`src/rtl/pdp6_timing_pkg.sv`:
```
// Shared timing definitions for the pulse chain sequencer and the callers that build its delay vector.
package pdp6_timing_pkg;

  typedef enum logic [1:0] {
    ST_IDLE  = 2'd0,
    ST_COUNT = 2'd1,
    ST_WAIT  = 2'd2
  } state_t;

  localparam int unsigned CLK_NS = 10;
  localparam int unsigned STG_W  = 3;

  // Nanoseconds to whole clock cycles, rounded up.
  function automatic int unsigned ns2cyc(input int unsigned ns);
    return (ns + CLK_NS - 1) / CLK_NS;
  endfunction

endpackage

```
`src/rtl/pcs_timer.sv`:
```
// Stage delay counter: counts cycles since the stage began and flags the cycle before the pulse is due.
module pcs_timer #(
  parameter int unsigned CW = 8
) (
  input  logic          clk,
  input  logic          reset,
  input  logic          i_run,
  input  logic          i_load,
  input  logic [CW-1:0] i_lim,
  output logic          o_expire_c
);

  logic [CW-1:0] r_cnt;
  logic [CW-1:0] w_lim;
  logic [CW-1:0] w_cur;
  logic [CW-1:0] w_nxt;

  // A zero delay behaves as one cycle; a load makes this cycle the first of the stage.
  assign w_lim      = (i_lim == '0) ? CW'(1) : i_lim;
  assign w_cur      = i_load ? '0 : r_cnt;
  assign w_nxt      = w_cur + CW'(1);
  assign o_expire_c = i_run && (w_nxt == w_lim);

  always_ff @(posedge clk) begin
    if (reset || !i_run || o_expire_c) r_cnt <= '0;
    else                               r_cnt <= w_nxt;
  end

endmodule

```
`src/rtl/pulse_chain_seq.sv`:
```
// Sequences NSTAGE timed pulses from one start, with optional ack holds between stages.
module pulse_chain_seq
  import pdp6_timing_pkg::*;
#(
  parameter int unsigned       NSTAGE   = 4,
  parameter int unsigned       CW       = 8,
  parameter logic [NSTAGE-1:0] WAITMASK = '0,
  parameter bit                RETRIG   = 1'b0
) (
  input  logic                 clk,
  input  logic                 reset,
  input  logic                 start,
  input  logic                 abort,
  input  logic                 ack,
  input  logic [NSTAGE*CW-1:0] dly_cfg,
  output logic [NSTAGE-1:0]    p,
  output logic                 done,
  output logic                 busy,
  output logic [STG_W-1:0]     stg,
  output logic                 waiting,
  output logic                 ovr
);

  localparam int unsigned      IW   = (NSTAGE > 1) ? $clog2(NSTAGE) : 1;
  localparam logic [STG_W-1:0] LAST = STG_W'(NSTAGE - 1);

  state_t                r_state, w_next;
  logic [STG_W-1:0]      r_stg, w_stg_n, w_cur;
  logic [NSTAGE*CW-1:0]  r_cfg, w_cfg_src;
  logic [NSTAGE-1:0]     r_p, w_p_n;
  logic [STG_W-1:0]      r_stg_o, w_stg_o_n;
  logic                  r_done, r_busy, r_waiting, r_ovr;
  logic                  w_done_n, w_busy_n, w_waiting_n;
  logic                  w_active, w_launch, w_ack_ok, w_ovr, w_expire;
  logic [CW-1:0]         w_lims [NSTAGE];
  logic [CW-1:0]         w_lim;

  // Delays of a fresh launch come straight from the inputs; the latch only holds from the next cycle.
  assign w_cfg_src = w_launch ? dly_cfg : r_cfg;
  for (genvar g = 0; g < NSTAGE; g++) begin : g_lim
    assign w_lims[g] = w_cfg_src[g*CW +: CW];
  end
  assign w_lim = w_lims[w_cur[IW-1:0]];

  pcs_timer #(.CW(CW)) u_timer (
    .clk        (clk),
    .reset      (reset),
    .i_run      (w_active),
    .i_load     (w_launch || w_ack_ok),
    .i_lim      (w_lim),
    .o_expire_c (w_expire)
  );

  // Which stage runs this cycle, and whether it is freshly begun.
  always_comb begin
    w_active = 1'b0;
    w_launch = 1'b0;
    w_ack_ok = 1'b0;
    w_ovr    = 1'b0;
    w_cur    = r_stg;
    unique case (r_state)
      ST_IDLE: begin
        if (start) begin
          w_launch = 1'b1;
          w_active = 1'b1;
          w_cur    = '0;
        end
      end
      ST_COUNT: begin
        w_active = 1'b1;
        if (start && RETRIG) begin
          w_launch = 1'b1;
          w_cur    = '0;
        end else if (start) begin
          w_ovr = 1'b1;
        end
      end
      ST_WAIT: begin
        if (start && RETRIG) begin
          w_launch = 1'b1;
          w_active = 1'b1;
          w_cur    = '0;
        end else begin
          w_ovr = start;
          // The pulse cycle of the held stage is still visible on p; ack is not taken then.
          if (ack && (r_p == '0)) begin
            w_ack_ok = 1'b1;
            w_active = 1'b1;
            w_cur    = STG_W'(r_stg + STG_W'(1));
          end
        end
      end
      default: ;
    endcase
    if (abort) begin
      w_active = 1'b0;
      w_launch = 1'b0;
      w_ack_ok = 1'b0;
      w_ovr    = 1'b0;
    end
  end

  always_comb begin
    w_next    = abort ? ST_IDLE : r_state;
    w_stg_n   = abort ? '0 : r_stg;
    w_p_n     = '0;
    w_done_n  = 1'b0;
    if (w_active) begin
      if (w_expire) begin
        w_p_n = NSTAGE'(1) << w_cur;
        if (w_cur == LAST) begin
          w_next   = ST_IDLE;
          w_stg_n  = '0;
          w_done_n = 1'b1;
        end else if (WAITMASK[w_cur[IW-1:0]]) begin
          w_next  = ST_WAIT;
          w_stg_n = w_cur;
        end else begin
          w_next  = ST_COUNT;
          w_stg_n = STG_W'(w_cur + STG_W'(1));
        end
      end else begin
        w_next  = ST_COUNT;
        w_stg_n = w_cur;
      end
    end
    w_busy_n    = (w_next != ST_IDLE) || w_done_n;
    w_stg_o_n   = w_busy_n ? w_cur : '0;
    w_waiting_n = (r_state == ST_WAIT) && (w_next == ST_WAIT) && !w_ack_ok && !w_launch;
  end

  always_ff @(posedge clk) begin
    if (reset) begin
      r_state   <= ST_IDLE;
      r_stg     <= '0;
      r_cfg     <= '0;
      r_p       <= '0;
      r_done    <= 1'b0;
      r_busy    <= 1'b0;
      r_stg_o   <= '0;
      r_waiting <= 1'b0;
      r_ovr     <= 1'b0;
    end else begin
      r_state   <= w_next;
      r_stg     <= w_stg_n;
      if (w_launch) r_cfg <= dly_cfg;
      r_p       <= w_p_n;
      r_done    <= w_done_n;
      r_busy    <= w_busy_n;
      r_stg_o   <= w_stg_o_n;
      r_waiting <= w_waiting_n;
      r_ovr     <= w_ovr;
    end
  end

  assign p       = r_p;
  assign done    = r_done;
  assign busy    = r_busy;
  assign stg     = r_stg_o;
  assign waiting = r_waiting;
  assign ovr     = r_ovr;

endmodule

```
`config.mk`:
```
export PLATFORM = sky130hd
export DESIGN_NAME = pulse_chain_seq
export DESIGN_NICKNAME = d
export VERILOG_FILES = /design/src/rtl/pdp6_timing_pkg.sv /design/src/rtl/pcs_timer.sv /design/src/rtl/pulse_chain_seq.sv
export SDC_FILE = /design/constraint.sdc
export NUM_CORES = 1
export LEC_CHECK = 0
export BUFFER_PORTS_ARGS = -buffer_cell sky130_fd_sc_hd__buf_2
export CORE_ASPECT_RATIO = 1.75
export CORE_MARGIN = 4
export CORE_UTILIZATION = 40
export CTS_BUF_LIST = sky130_fd_sc_hd__clkbuf_16
export DETAILED_ROUTE_END_ITERATION = 10
export PLACE_DENSITY = 0.6
export SLEW_MARGIN = 30
export SYNTH_ARGS = -nofsm -noshare
export SYNTH_HDL_FRONTEND = slang
export SYNTH_SLANG_ARGS = --single-unit
export TNS_END_PERCENT = 10
```
`constraint.sdc`:
```
create_clock -name clk -period 4.9 [get_ports clk]
set_input_delay 0.735 -clock clk [delete_from_list [all_inputs] [get_ports clk]]
set_output_delay 0.735 -clock clk [all_outputs]
set_load 0.03 [all_outputs]
```
==> Yosys cells after proc, flatten, opt, wreduce, memory -nomap -nowiden <==
Cells that the tools add are included.
Widths: inputs -> output; s select.
{ "totals": {"register_bits": 56, "input_bits": 37, "out_inout_bits": 11, "wordCells": 78} }
{ "op_classes": {"add_sub_neg": 3, "n_lt_le_gt_ge": 2, "n_eq_ne": 5, "n_shift": 1, "n_mux": 33, "bitwise": 4, "reduce_logical": 20} }
{ "ops": {"columns": ["cell", "count"], "rows": [
  ["$mux 32", 1],
  ["$mux 8", 4],
  ["$mux 3", 7],
  ["$bmux 8 s2", 1],
  ["$mux 1", 11],
  ["$mux 2", 5],
  ["$add 8x1->8 const B", 1],
  ["$eq 8x8->1", 1],
  ["$logic_not 8->1", 1],
  ["$add 3x1->3 const B", 2],
  ["$pmux 3 s2", 1],
  ["$logic_and 1x1->1", 5],
  ["$eq 2x2->1 const B", 2],
  ["$logic_not 4->1", 1],
  ["$logic_or 1x1->1", 4],
  ["$reduce_bool 2->1", 2],
  ["$reduce_or 2->1", 2],
  ["$shl 1x3->4 const A", 1],
  ["$eq 3x2->1 const B", 1],
  ["$ge 3x3->1 const B", 1],
  ["$logic_not 1->1", 3],
  ["$lt 2x3->1 const B", 1],
  ["$not 1->1", 3],
  ["$not 2->3", 1],
  ["6 further kinds", 6]
]} }

==> Depth between registers and ports, before layout <==
{ "depth": {"depth_word": 18, "mapped_depth": 16, "depth_no_buf": 14} }

==> By module <==
Synthesis repeated with hierarchy kept, for this count alone.
{ "unflattened": {"hier_cells": 300, "area_unflattened_um2": 2867.8} }
{ "modules_own_cells": {"columns": ["module", "instances", "cells_each", "area_per_inst_um2", "seq_area_each_um2"], "rows": [
  ["pulse_chain_seq", 1, 216, 2198.4, 960.9],
  ["pcs_timer", 1, 84, 669.4, 160.2]
]} }

==> Least setup slack after synthesis <==
Ideal clock, no wire load.
{ "synth_timing": {"path_type": "input -> register", "startpoint": "input port abort", "endpoint": "register r_p[1], in the netlist p[1]", "setup_ns": 0.062, "arrival_ns": 3.613, "required_ns": 4.838, "slack_ns": 1.226, "cell_stages": 15, "n_path_buf": 3, "path_cell_list": "buf_2 nand3b_2 buf_6 buf_2 o21a_1 and2_1 ha_1 nand3_1 xor2_1 nor2_1 xor2_1 nor4_2 o221ai_1 nor4b_2 and4b_1"} }
{ "synth_between": {"elab_chain_cells": 11} }
{ "synth_rtl": {"columns": ["item", "line_no", "rtl"], "rows": [
  ["start, declared", "pulse_chain_seq.sv:13", "input logic abort,"],
  ["$mux 1", "pulse_chain_seq.sv:95", "if (abort) begin"],
  ["$mux 32", null, null],
  ["$bmux 8 s2", "pulse_chain_seq.sv:43", "assign w_lim = w_lims[w_cur[IW-1:0]];"],
  ["$mux 8 (implied by the code) (2 in series)", "pulse_chain_seq.sv:43", null],
  ["$logic_not 8->1", "pcs_timer.sv:19", "assign w_lim = (i_lim == '0) ? CW'(1) : i_lim;"],
  ["$mux 8", "pcs_timer.sv:19", null],
  ["$eq 8x8->1", "pcs_timer.sv:22", "assign o_expire_c = i_run && (w_nxt == w_lim);"],
  ["$logic_and 1x1->1", "pcs_timer.sv:22", null],
  ["$not 1->1 (no line)", null, null],
  ["$reduce_or 3->1 (no line) (*)", null, null],
  ["end signal, assigned", "pulse_chain_seq.sv:147", "r_p <= w_p_n;"],
  ["end, declared", "pulse_chain_seq.sv:30", "logic [NSTAGE-1:0] r_p, w_p_n;"]
]} }
Mark *: on every way between the ends. The rest lies on a longest branch, timed or not. The select of a mux whose other input is x is not followed.
A chain may end at the register's enable or synchronous reset.

==> Worst setup path after layout <==
{ "layout_timing": {"startpoint": "register r_state[0]", "endpoint": "register r_p[1], in the netlist p[1]"} }
{ "layout_between": {"elab_chain_cells": 13} }
{ "layout_rtl": {"columns": ["item", "line_no", "rtl"], "rows": [
  ["start, declared", "pulse_chain_seq.sv:27", "state_t r_state, w_next;"],
  ["start signal, assigned", "pulse_chain_seq.sv:144", "r_state <= w_next;"],
  ["$logic_not 2->1", "pulse_chain_seq.sv:61", "unique case (r_state)"],
  ["$mux 1", "pulse_chain_seq.sv:61", null],
  ["$mux 1", "pulse_chain_seq.sv:95", null],
  ["$mux 32", null, null],
  ["$bmux 8 s2", "pulse_chain_seq.sv:43", null],
  ["$mux 8 (implied by the code) (2 in series)", "pulse_chain_seq.sv:43", null],
  ["$logic_not 8->1", "pcs_timer.sv:19", null],
  ["$mux 8", "pcs_timer.sv:19", null],
  ["$eq 8x8->1", "pcs_timer.sv:22", null],
  ["$logic_and 1x1->1", "pcs_timer.sv:22", null],
  ["$not 1->1 (no line)", null, null],
  ["$reduce_or 3->1 (no line)", null, null]
]} }
Parallel ways exist; a longest one is shown, timed or not. The select of a mux whose other input is x is not followed.

==> metrics.txt <==
crit path kind=flip-flop to flip-flop; Slew @ Worst Pin=0.8342 ns; GPL Wtd Cong=0.7915; H-tree levels=2; CTS sink count=56; NetSw=259.7 uW; sw frac=0.2630; combinational share of power=0.171; Die ar.=0.009047 sq mm; via count=2,461; largest net degree at the start of global routing=41; Pwr Density=289.1 mW/mm^2; average cell area after synthesis=9.423 sq um; Worst setup SP type=flip-flop; Top FF cell, synth=dfxtp_1; final setup fails=0; Fin. Hold Viols=0; Pleak=1.637 nW; core box area=0.007284 sq mm; post-CTS resize count=0; Total GRT Usage=0.1682; EDFF count, synth=0; first-pass GRT wire length=11,660 um; Post-CTS Hold Buffers=0; Netlist cell types=53; drt first pass iters=4; Nets=406; commonest non-fill, non-tap cell in the layout=dfxtp_1; Synth Register Bits=56; Syn Nets=364; ANT cells=0; Residual DRC=0; Area Overhead vs Synth=13.28%; FMAX=0.2799 GHz; routed wire length=7051 um; DP Wirelength=5436 um; ys async rst share=0; vias in the first global route=2,461; P_int=727.7 uW; worst path arrival time=3.81 ns; Boundary Pins=48; RSZ-0062 raised after global routing=no; Slew Limit Fails=0; post-synthesis sequential area ratio=0.3718; flip-flop and latch area=0.001121 sq mm; Num CTS Buffers=5; Seq pwr share=0.486; skew final=0.003275 ns; share of layout cells above drive strength 1=0.1983; Post-CTS Setup Inserts=0; Buffers on Ports=47; 1st-iter DRT viols=152; Worst Path Max Fanout=9; Die Span X=73.64 um; Syn Inst Count=320; mapped cell area=0.003015 sq mm; vias per cell=5.481; CP endpoint kind=flip-flop; Wirelength per Cell=15.70 um; setup tns final=0 ns; total congestion overflow=0; fin crit period=3.572 ns; commonest non-fill, non-tap cells in the layout=dfxtp_1 (56), buf_2 (47), mux2i_1 (46); Initial Util=0.4139; Worst EP required=5.14 ns; CTS tree=built; Worst slew margin=0.4418; worst skew pair latency=0.29 ns; post-route ant nets=0; Max Cap Viol=0; fill count=726; clock share of power=0.343; Die H=122.9 um; clock root cell=clkbuf_16; initial antenna violation count=0; maximum vdd ir drop=184.6 uV; final period utilization=0.7290; area of the multi-input gates=0.001767 sq mm; HP Class=flip-flop to flip-flop; row count=41; Clock Pin Slew Worst Setup and Hold Paths=0.07 ns; final hold slack=0.4572 ns; Synth Warn #=0; status=completed; buffer levels on the longest clock path=2
## worst paths after layout
check | cells after the start | start | slack [ns] | to
setup / recovery | 14 | r_state[0]$_SDFF_PP0_ | 1.33 | p[1]$_SDFF_PP0_
hold / removal | 2 | r_cfg[0]$_SDFF_PP0_ | 0.46 | r_cfg[0]$_SDFF_PP0_
setup reg to reg | 14 | r_state[0]$_SDFF_PP0_ | 1.33 | p[1]$_SDFF_PP0_
hold reg to reg | 2 | r_cfg[0]$_SDFF_PP0_ | 0.46 | r_cfg[0]$_SDFF_PP0_
## flip-flops by register name (all words and copies together), names as in the netlist
register       cells
r_cfg             32
p                  4
busy               1
r_state            2
done               1
stg                3
u_timer.r_cnt      8
waiting            1
r_stg              3
ovr                1
## kinds of logic (layout without fill, tap and decap cells)
family,after synthesis,after routing,synth area share
buffers and inverters,21,64,0.04232
DFF,56,56,0.3718
AOI/OAI and AO/OA,40,40,0.08797
muxes,49,49,0.1726
adders and majority gates,7,7,0.02904
and+or+nand+nor,127,127,0.2332
xor gates and xnor gates,20,20,0.06307
## power groups by stage
| stage | clock (mW) | sequential (mW) | combinational (mW) |
|---|---|---|---|
| after floorplan | 0 | 0.490 | 0.126 |
| final | 0.338 | 0.480 | 0.169 |
| after detailed placement | 0 | 0.491 | 0.170 |
| after global routing | 0.367 | 0.482 | 0.188 |
| after global placement | 0 | 0.490 | 0.170 |
| after CTS | 0.352 | 0.480 | 0.171 |
## metal layers
| metal | routed length [um] | global-route usage | vias up |
|---|---|---|---|
| met2 | 4016 | 0.3172 | 51 |
| met1 | 2602 | 0.1751 | 1167 |
| met5 | 0 | 0 | - |
| li1 | - | - | 1232 |
| met4 | 173 | 0.06916 | 0 |
| met3 | 259 | 0.03115 | 11 |
## final cells by class
cell class,instances,share of cell area
well taps,86,0.03150
clock inverters,3,0.003297
repair buffers,51,0.07766
clock buffers,5,0.03663
multi-input cells,243,0.5172
flip-flops and latches,56,0.3282
inverters,5,0.005494
## synthesized netlist by cell type, types with 2 or more instances
master     n  share of area
and3_1     5          0.010
clkbuf_1   6         0.0075
mux2i_1   46           0.15
nor2_1    36          0.045
nor3_1     4         0.0066
a21oi_1   14          0.023
xor2_1    11          0.032
nor2b_1    5          0.010
xnor2_2    2          0.011
or3_1      3         0.0062
buf_6      3          0.011
o31ai_1    2         0.0050
xnor2_1    7          0.020
o21ai_0   10          0.017
nor4_1    17          0.035
and4_1     3         0.0087
o311ai_0   2         0.0058
ha_1       7          0.029
inv_1      5         0.0062
dfxtp_1   56           0.37
nand2_1   25          0.031
or4_1      6          0.015
nand3_1    7          0.012
mux4_2     2          0.015
nand2b_1   2         0.0041
buf_2      5         0.0083
and2_1     3         0.0062
## worst max-delay path, stage by stage (launching register included)
cell	delay [ns]
dfxtp_1	0.35
inv_1	0.11
ha_1	0.38
nand3_1	0.22
o21a_1	0.25
and2_1	0.21
ha_1	0.24
nand3_1	0.11
xor2_1	0.20
nor2_1	0.10
xor2_1	0.18
nor4_2	0.30
o221ai_1	0.17
nor4b_2	0.46
and4b_1	0.25
## metrics by stage
stage | worst slack, ns | utilization | instance area (sq um) | instances | power (mW)
after floorplan | 1.226 | - | 3015 | 320 | 0.6160
after global placement | 1.198 | 0.4502 | 3279 | 441 | 0.6600
after detailed placement | 1.113 | 0.4502 | 3279 | 441 | 0.6606
after CTS | 1.274 | 0.4689 | 3416 | 449 | 1.003
after global routing | 0.9994 | 0.4689 | 3416 | 449 | 1.037
final | 1.328 | 0.4689 | 3416 | 449 | 0.9874
(Power assumes the default switching activity.)
